<file path="src/rtl/sram_pkg.sv">
// Shared types and helpers for the sram_bank block: FSM state encoding and
// the byte-enable merge used by the storage write port.
package sram_pkg;

    typedef enum logic {
        CLEAR = 1'b0,
        IDLE  = 1'b1
    } sram_state_t;

    // Widest word the merge helper supports; callers zero-extend into it.
    localparam int unsigned MAX_DATA_W = 512;
    localparam int unsigned MAX_BE_W   = MAX_DATA_W / 8;

    // Replace byte i of old_w with byte i of new_w wherever be[i] is set.
    function automatic logic [MAX_DATA_W-1:0] be_merge(
        input logic [MAX_DATA_W-1:0] old_w,
        input logic [MAX_DATA_W-1:0] new_w,
        input logic [MAX_BE_W-1:0]   be
    );
        logic [MAX_DATA_W-1:0] res;
        res = old_w;
        for (int i = 0; i < int'(MAX_BE_W); i++) begin
            if (be[i]) res[8*i +: 8] = new_w[8*i +: 8];
        end
        return res;
    endfunction

endpackage

</file>
<file path="src/rtl/sram_bank_if.sv">
// Request/response bus of the sram_bank: requester drives the master side,
// the bank implements the slave side.
interface sram_bank_if #(
    parameter int DATA_W = 32,
    parameter int DEPTH  = 128,
    localparam int ADDR_W = $clog2(DEPTH),
    localparam int BE_W   = DATA_W / 8
);
    logic              cs;
    logic              we;
    logic [BE_W-1:0]   be;
    logic [ADDR_W-1:0] addr;
    logic [DATA_W-1:0] data_in;
    logic              clr;
    logic              req_ready;
    logic              rsp_valid;
    logic              rsp_err;
    logic [DATA_W-1:0] data_out;
    logic              busy;

    modport master (
        output cs, we, be, addr, data_in, clr,
        input  req_ready, rsp_valid, rsp_err, data_out, busy
    );

    modport slave (
        input  cs, we, be, addr, data_in, clr,
        output req_ready, rsp_valid, rsp_err, data_out, busy
    );
endinterface

</file>
<file path="src/rtl/sram_array.sv">
// Storage for sram_bank: one byte-enabled write port and one registered read
// port. Addresses are assumed in range; the bank filters out-of-range access.
module sram_array
    import sram_pkg::*;
#(
    parameter int DATA_W = 32,
    parameter int DEPTH  = 128,
    localparam int ADDR_W = $clog2(DEPTH),
    localparam int BE_W   = DATA_W / 8
) (
    input  logic              clk,
    input  logic              wr_en_i,
    input  logic [BE_W-1:0]   wr_be_i,
    input  logic [ADDR_W-1:0] wr_addr_i,
    input  logic [DATA_W-1:0] wr_data_i,
    input  logic              rd_en_i,
    input  logic [ADDR_W-1:0] rd_addr_i,
    output logic [DATA_W-1:0] rd_data_o
);
    logic [DATA_W-1:0] mem_q [DEPTH];
    logic [DATA_W-1:0] rd_data_q;
    logic [DATA_W-1:0] wr_word_d;

    assign wr_word_d = DATA_W'(be_merge(MAX_DATA_W'(mem_q[wr_addr_i]),
                                        MAX_DATA_W'(wr_data_i),
                                        MAX_BE_W'(wr_be_i)));

    // Write the merged word and capture read data; the read register holds
    // its value between reads.
    always_ff @(posedge clk) begin
        if (wr_en_i) mem_q[wr_addr_i] <= wr_word_d;
        if (rd_en_i) rd_data_q <= mem_q[rd_addr_i];
    end

    assign rd_data_o = rd_data_q;
endmodule

</file>
<file path="src/rtl/sram_bank.sv">
// Single-port SRAM bank: clear sequencer FSM, address range check and
// request/response handshake around the sram_array storage.
module sram_bank
    import sram_pkg::*;
#(
    parameter int DATA_W = 32,
    parameter int DEPTH  = 128,
    localparam int ADDR_W = $clog2(DEPTH),
    localparam int BE_W   = DATA_W / 8
) (
    input  logic        clk,
    input  logic        rst_n,
    sram_bank_if.slave  bus
);
    localparam logic [ADDR_W:0]   DEPTH_L  = (ADDR_W + 1)'(DEPTH);
    localparam logic [ADDR_W-1:0] LAST_PTR = ADDR_W'(DEPTH - 1);

    sram_state_t       state_q, state_d;
    logic [ADDR_W-1:0] ptr_q, ptr_d;
    logic              req_ready_q, busy_q;
    logic              rsp_valid_q, rsp_valid_d;
    logic              rsp_err_q, rsp_err_d;
    logic              rd_zero_q, rd_zero_d;

    logic              in_range;
    logic              arr_wr_en, arr_rd_en;
    logic [BE_W-1:0]   arr_be;
    logic [ADDR_W-1:0] arr_waddr;
    logic [DATA_W-1:0] arr_wdata;
    logic [DATA_W-1:0] arr_rd_data;

    assign in_range = ({1'b0, bus.addr} < DEPTH_L);

    // Next state, clear sweep, request decode and response flags.
    always_comb begin
        state_d     = state_q;
        ptr_d       = ptr_q;
        rsp_valid_d = 1'b0;
        rsp_err_d   = 1'b0;
        rd_zero_d   = rd_zero_q;
        arr_wr_en   = 1'b0;
        arr_rd_en   = 1'b0;
        arr_be      = '1;
        arr_waddr   = ptr_q;
        arr_wdata   = '0;
        case (state_q)
            CLEAR: begin
                arr_wr_en = 1'b1;
                if (ptr_q == LAST_PTR) begin
                    ptr_d   = '0;
                    state_d = IDLE;
                end else begin
                    ptr_d = ptr_q + ADDR_W'(1);
                end
            end
            IDLE: begin
                if (bus.cs && req_ready_q) begin
                    if (bus.we) begin
                        arr_wr_en = in_range;
                        arr_be    = bus.be;
                        arr_waddr = bus.addr;
                        arr_wdata = bus.data_in;
                    end else begin
                        rsp_valid_d = 1'b1;
                        rsp_err_d   = !in_range;
                        rd_zero_d   = !in_range;
                        arr_rd_en   = in_range;
                    end
                end
                // A coincident request has already been decoded above.
                if (bus.clr) state_d = CLEAR;
            end
            default: state_d = CLEAR;
        endcase
        // Reset freezes the array so a mid-sweep reset leaves no stray write.
        if (!rst_n) begin
            arr_wr_en = 1'b0;
            arr_rd_en = 1'b0;
        end
    end

    // Control and response registers with synchronous active-low reset.
    always_ff @(posedge clk) begin
        if (!rst_n) begin
            state_q     <= CLEAR;
            ptr_q       <= '0;
            req_ready_q <= 1'b0;
            busy_q      <= 1'b1;
            rsp_valid_q <= 1'b0;
            rsp_err_q   <= 1'b0;
            rd_zero_q   <= 1'b1;
        end else begin
            state_q     <= state_d;
            ptr_q       <= ptr_d;
            req_ready_q <= (state_d == IDLE);
            busy_q      <= (state_d == CLEAR);
            rsp_valid_q <= rsp_valid_d;
            rsp_err_q   <= rsp_err_d;
            rd_zero_q   <= rd_zero_d;
        end
    end

    sram_array #(
        .DATA_W (DATA_W),
        .DEPTH  (DEPTH)
    ) u_array (
        .clk       (clk),
        .wr_en_i   (arr_wr_en),
        .wr_be_i   (arr_be),
        .wr_addr_i (arr_waddr),
        .wr_data_i (arr_wdata),
        .rd_en_i   (arr_rd_en),
        .rd_addr_i (bus.addr),
        .rd_data_o (arr_rd_data)
    );

    // Zero is shown after reset and after an out-of-range read until the
    // next in-range read refreshes the array's read register.
    assign bus.data_out  = rd_zero_q ? '0 : arr_rd_data;
    assign bus.req_ready = req_ready_q;
    assign bus.busy      = busy_q;
    assign bus.rsp_valid = rsp_valid_q;
    assign bus.rsp_err   = rsp_err_q;
endmodule
</file>
<file path="src/flat_wrapper.sv">
// flat-port wrapper written by rule: the top's interface ports become plain ports
module sram_bank_flat import sram_pkg::*;
#(
    parameter int DATA_W = 32,
    parameter int DEPTH  = 128,
    localparam int ADDR_W = $clog2(DEPTH),
    localparam int BE_W   = DATA_W / 8
)
  (clk, rst_n, bus_cs, bus_we, bus_be, bus_addr, bus_data_in, bus_clr, bus_req_ready, bus_rsp_valid, bus_rsp_err, bus_data_out, bus_busy);
  sram_bank_if #(.DATA_W(DATA_W), .DEPTH(DEPTH)) bus_i ();
  input  logic clk;
  input  logic rst_n;
  input wire logic [$bits(bus_i.cs)-1:0] bus_cs;
  input wire logic [$bits(bus_i.we)-1:0] bus_we;
  input wire logic [$bits(bus_i.be)-1:0] bus_be;
  input wire logic [$bits(bus_i.addr)-1:0] bus_addr;
  input wire logic [$bits(bus_i.data_in)-1:0] bus_data_in;
  input wire logic [$bits(bus_i.clr)-1:0] bus_clr;
  output wire logic [$bits(bus_i.req_ready)-1:0] bus_req_ready;
  output wire logic [$bits(bus_i.rsp_valid)-1:0] bus_rsp_valid;
  output wire logic [$bits(bus_i.rsp_err)-1:0] bus_rsp_err;
  output wire logic [$bits(bus_i.data_out)-1:0] bus_data_out;
  output wire logic [$bits(bus_i.busy)-1:0] bus_busy;
  assign bus_i.cs = bus_cs;
  assign bus_i.we = bus_we;
  assign bus_i.be = bus_be;
  assign bus_i.addr = bus_addr;
  assign bus_i.data_in = bus_data_in;
  assign bus_i.clr = bus_clr;
  assign bus_req_ready = bus_i.req_ready;
  assign bus_rsp_valid = bus_i.rsp_valid;
  assign bus_rsp_err = bus_i.rsp_err;
  assign bus_data_out = bus_i.data_out;
  assign bus_busy = bus_i.busy;
  sram_bank #(.DATA_W(DATA_W), .DEPTH(DEPTH)) u_core (.clk(clk), .rst_n(rst_n), .bus(bus_i));
endmodule
</file>
<file path="config.mk">
export PLATFORM = sky130hd
export DESIGN_NAME = sram_bank_flat
export DESIGN_NICKNAME = d
export VERILOG_FILES = /design/src/rtl/sram_pkg.sv /design/src/rtl/sram_bank_if.sv /design/src/rtl/sram_array.sv /design/src/rtl/sram_bank.sv /design/src/flat_wrapper.sv
export SDC_FILE = /design/constraint.sdc
export NUM_CORES = 2
export LEC_CHECK = 0
export CORE_AREA = 2 2 680 682
export CTS_BUF_LIST = sky130_fd_sc_hd__clkbuf_4 sky130_fd_sc_hd__clkbuf_8 sky130_fd_sc_hd__clkbuf_16
export CTS_CLUSTER_DIAMETER = 80
export DETAILED_ROUTE_END_ITERATION = 12
export DIE_AREA = 0 0 682 684
export SLEW_MARGIN = 20
export SYNTH_ARGS = -nofsm -noshare
export SYNTH_HDL_FRONTEND = slang
export SYNTH_SLANG_ARGS = --single-unit
</file>
<file path="constraint.sdc">
create_clock -name clk -period 5.25 [get_ports clk]
set_input_delay 1.3125 -clock clk [delete_from_list [all_inputs] [get_ports clk]]
set_output_delay 1.3125 -clock clk [all_outputs]
set_load 0.02 [all_outputs]
</file>
==> impl_metrics.env <==
export IMPL_hold_buffers=0
export IMPL_cts_tree="done"
export IMPL_ant_nets=0
export IMPL_place_congestion=0.805
export IMPL_num_io_pins=84
export IMPL_core_area_sq_um=459000
export IMPL_ys_top_cells_by_area="edfxtp_1, mux4_2, nor3_1, clkbuf_1, mux2_2"
export IMPL_tns_ns=0
export IMPL_wl_met2_um=198000
export IMPL_routedWlPerCell_um=28.6
export IMPL_fmax_mhz=222
export IMPL_synth_ff_type="edfxtp_1"
export IMPL_syn_nets=6694
export IMPL_drv_cap=0
export IMPL_fin_util_pct=40.9
export IMPL_nNetsFinal=7466
export IMPL_r2r_cells=6
export IMPL_final_cells=13900
export IMPL_area_growth_pct=17.3
export IMPL_synth_xor_area_share_pct=0.0219
export IMPL_synth_top_family_by_area="multiplexers"
export IMPL_syn_cell_area_sq_um=160000
export IMPL_combPwrFrac_pct=3.6
export IMPL_num_vias=74600
export IMPL_critical_path_top_delay_family="buffers and inverters"
export IMPL_p_clk_share_pct=43.3
export IMPL_min_from="u_core.ptr_q[6]"
export IMPL_start_util_pct=34.9
export IMPL_cp_num_buf_inv=2
export IMPL_status="complete, no violations"
export IMPL_synthAdderAreaFrac_pct=0.00781
export IMPL_grt_max_degree=129
export IMPL_peakVddDrop_mv=0.267
export IMPL_crit_arrival_ns=3.20
export IMPL_rsz0062_at_grt="false"
export IMPL_synth_area_leader_cell="edfxtp_1"
export IMPL_drt_wl_total_um=398000
export IMPL_synth_most_common_cell="edfxtp_1"
export IMPL_dr_pass1_iters=6
export IMPL_max_stage_delay_ns=0.75
export IMPL_cts_htree_levels=5
export IMPL_netlist_instances=6645
export IMPL_regToRegStartpoint="u_core.state_q"
export IMPL_clockBufferDepth=4
export IMPL_cts_root_buf="clkbuf_16"
export IMPL_async_reset_ff_share_pct=0
export IMPL_required_ns=3.94
export IMPL_drc=0
export IMPL_crit_path_end_kind="output port"
export IMPL_clkLatencyLatePin_ns=0.98
export IMPL_setup_viol=0
export IMPL_dieWidth_um=682
export IMPL_r2r_end="u_core.u_array.mem_q[38][25]"
export IMPL_viasPerCell=5.36
export IMPL_cts_resized=0
export IMPL_cts_setup_buffers=0
export IMPL_cp_cell_sequence="buf_4 -> nor2b_1 -> clkdlybuf4s50_1"
export IMPL_rows=249
export IMPL_seq_area_frac_synth_pct=77.5
export IMPL_hold_class="reg2reg"
export IMPL_power_density_nw_per_um2=359
export IMPL_worst_path_max_fanout=21
export IMPL_crit_type="reg2out"
export IMPL_port_buffers=82
export IMPL_cpMaxStageDelayCell="clkdlybuf4s50_1"
export IMPL_grt_overflow=0
export IMPL_grt_pass1_vias=76500
export IMPL_synth_seq_cells=4139
export IMPL_synth_mux_area_share_pct=19.2
export IMPL_ys_warn_count=0
export IMPL_skew_ns=0.0707
export IMPL_slew_headroom_pct=26.2
export IMPL_hold_viol_final=0
export IMPL_dp_cells=13200
export IMPL_leakagePower_nw=58.1
export IMPL_dieArea_sq_um=466000
export IMPL_fin_crit_sh_pct=86.0
export IMPL_syn_avg_cell_area_sq_um=24.1
export IMPL_numCtsBuffers=405
export IMPL_clkTransAtPathRegs_ns=0.06
export IMPL_drive_gt1_share_pct=37.5
export IMPL_power_frac_seq_pct=53.2
export IMPL_whs_endpoint="u_core.ptr_q[6]"
export IMPL_routed_top_layer="met5"
export IMPL_worst_slew_pin_transition_ns=1.10
export IMPL_wl_met3_um=26600
export IMPL_placed_area_sq_um=174000
export IMPL_synth_common_cells="edfxtp_1, mux4_2, nor3_1, clkbuf_1, buf_2"
export IMPL_cts_sinks=4139
export IMPL_grt_pass1_wl_um=571000
export IMPL_p_sw_share_pct=20.4
export IMPL_r2r_slack_ns=1.15
export IMPL_post_dp_hpwl_um=250000
export IMPL_track_usage_pct=16.8
export IMPL_synthSimpleGateAreaFrac_pct=2.02
export IMPL_fill_cells=39200
export IMPL_intPower_mw=53.7
export IMPL_final_area_sq_um=188000
export IMPL_maxSlewViolCount=0
export IMPL_synth_compound_area_share_pct=0.0375
export IMPL_crit_path_start_kind="flop"
export IMPL_drtIter0Drc=8930
export IMPL_wl_met1_um=162000
export IMPL_min_period_ns=4.51
export IMPL_total_power_mw=67.4
export IMPL_antenna_found_initial=22
export IMPL_die_h_um=684
export IMPL_synth_edff_count=4128
export IMPL_net_switching_power_mw=13.7
export IMPL_min_path_cells=2
export IMPL_ys_types=30
export IMPL_synth_top_area_share_pct=77.4
## metrics by stage
stage,setup slack (ns),hold WS [ns]
finish,0.736,0.563
global route,0.734,0.621
CTS,0.600,0.563
detailed placement,0.206,0.556
global placement,0.0949,0.517
floorplan,0.592,0.487
## layout by cell type, fill, tap and decap left out, types with 5 or more instances in the layout
| cell | count |
|---|---|
| clkdlybuf4s50_1 | 75 |
| dfxtp_1 | 10 |
| nor2b_1 | 33 |
| bufinv_16 | 42 |
| clkinv_16 | 6 |
| mux2i_1 | 7 |
| clkinv_2 | 72 |
| mux2_2 | 39 |
| clkinv_8 | 11 |
| and2_4 | 32 |
| clkinvlp_4 | 17 |
| inv_6 | 6 |
| buf_12 | 107 |
| nor3_1 | 438 |
| buf_4 | 644 |
| edfxtp_1 | 4128 |
| nand4_1 | 16 |
| clkinv_4 | 5 |
| clkbuf_4 | 65 |
| nand3_4 | 8 |
| clkbuf_16 | 410 |
| inv_1 | 7 |
| diode_2 | 5 |
| mux4_2 | 1344 |
| o21ai_0 | 8 |
| clkinv_1 | 99 |
| nor3_2 | 74 |
## power groups by stage
stage	registers (mW)	clock network [mW]	logic, mW
after floorplan	36.5	0	1.48
after global routing	35.8	31.0	2.52
final	35.9	29.2	2.41
after CTS	35.8	29.7	2.44
after global placement	36.6	0	2.42
after detailed placement	36.6	0	2.44
## area by class of cell
cell class / count / area, sq um / share of cell area, %
antenna: 5 / 12.5 / 0.00666
clock buffer: 479 / 10800 / 5.75
clock inverter: 262 / 2650 / 1.41
inverter: 7 / 26.3 / 0.0140
multi-input combinational: 2032 / 34700 / 18.5
sequential: 4139 / 124000 / 66.1
tap: 6149 / 7690 / 4.09
timing repair buffer: 832 / 7820 / 4.16
## registers in the layout, summed over array words and instances (netlist names)
| signal | flops |
|---|---|
| u_core.bus.rsp_valid | 1 |
| u_core.ptr_q | 7 |
| u_core.bus.busy | 1 |
| u_core.state_q | 1 |
| u_core.u_array.mem_q | 4096 |
| u_core.rd_zero_q | 1 |
| u_core.u_array.rd_data_o | 32 |
## worst reg2reg max path: stages, from the launching register on
cell and delay [ns]:
dfxtp_1 0.76, and3_2 0.66, mux2i_1 0.38, nand4_1 0.63
buf_4 0.52, nor3_1 0.59, buf_4 0.31
## per-layer routing
metal  vias to the layer above  GRT usage, %
met1                     40700          23.2
li1                      30400             -
met3                       480          2.33
met2                      2957          28.0
met4                         2          4.31
met5                         -             0
## how the worst max path moves through the flow
stage                           startpoint                      endpoint  slack [ns]  cells after the start
after floorplan                     bus_cs   u_core.u_array.mem_q[0][10]        0.59                      5
after global routing      u_core.rd_zero_q               bus_data_out[4]        0.73                      3
after CTS                 u_core.rd_zero_q               bus_data_out[4]        0.60                      3
after detailed placement            bus_cs  u_core.u_array.mem_q[38][28]        0.21                      7
after global placement              bus_we  u_core.u_array.mem_q[38][28]        0.09                      7
final                     u_core.rd_zero_q               bus_data_out[1]        0.74                      3
## cell families after synthesis
logic type / count (synthesis)
compound gates: 11
fa+ha+maj: 1
other cells: 1
xor+xnor: 4
mux: 1390
flops: 4139
buf+inv: 474
simple gates: 625
No activity file was read; power rests on OpenSTA's default activity.
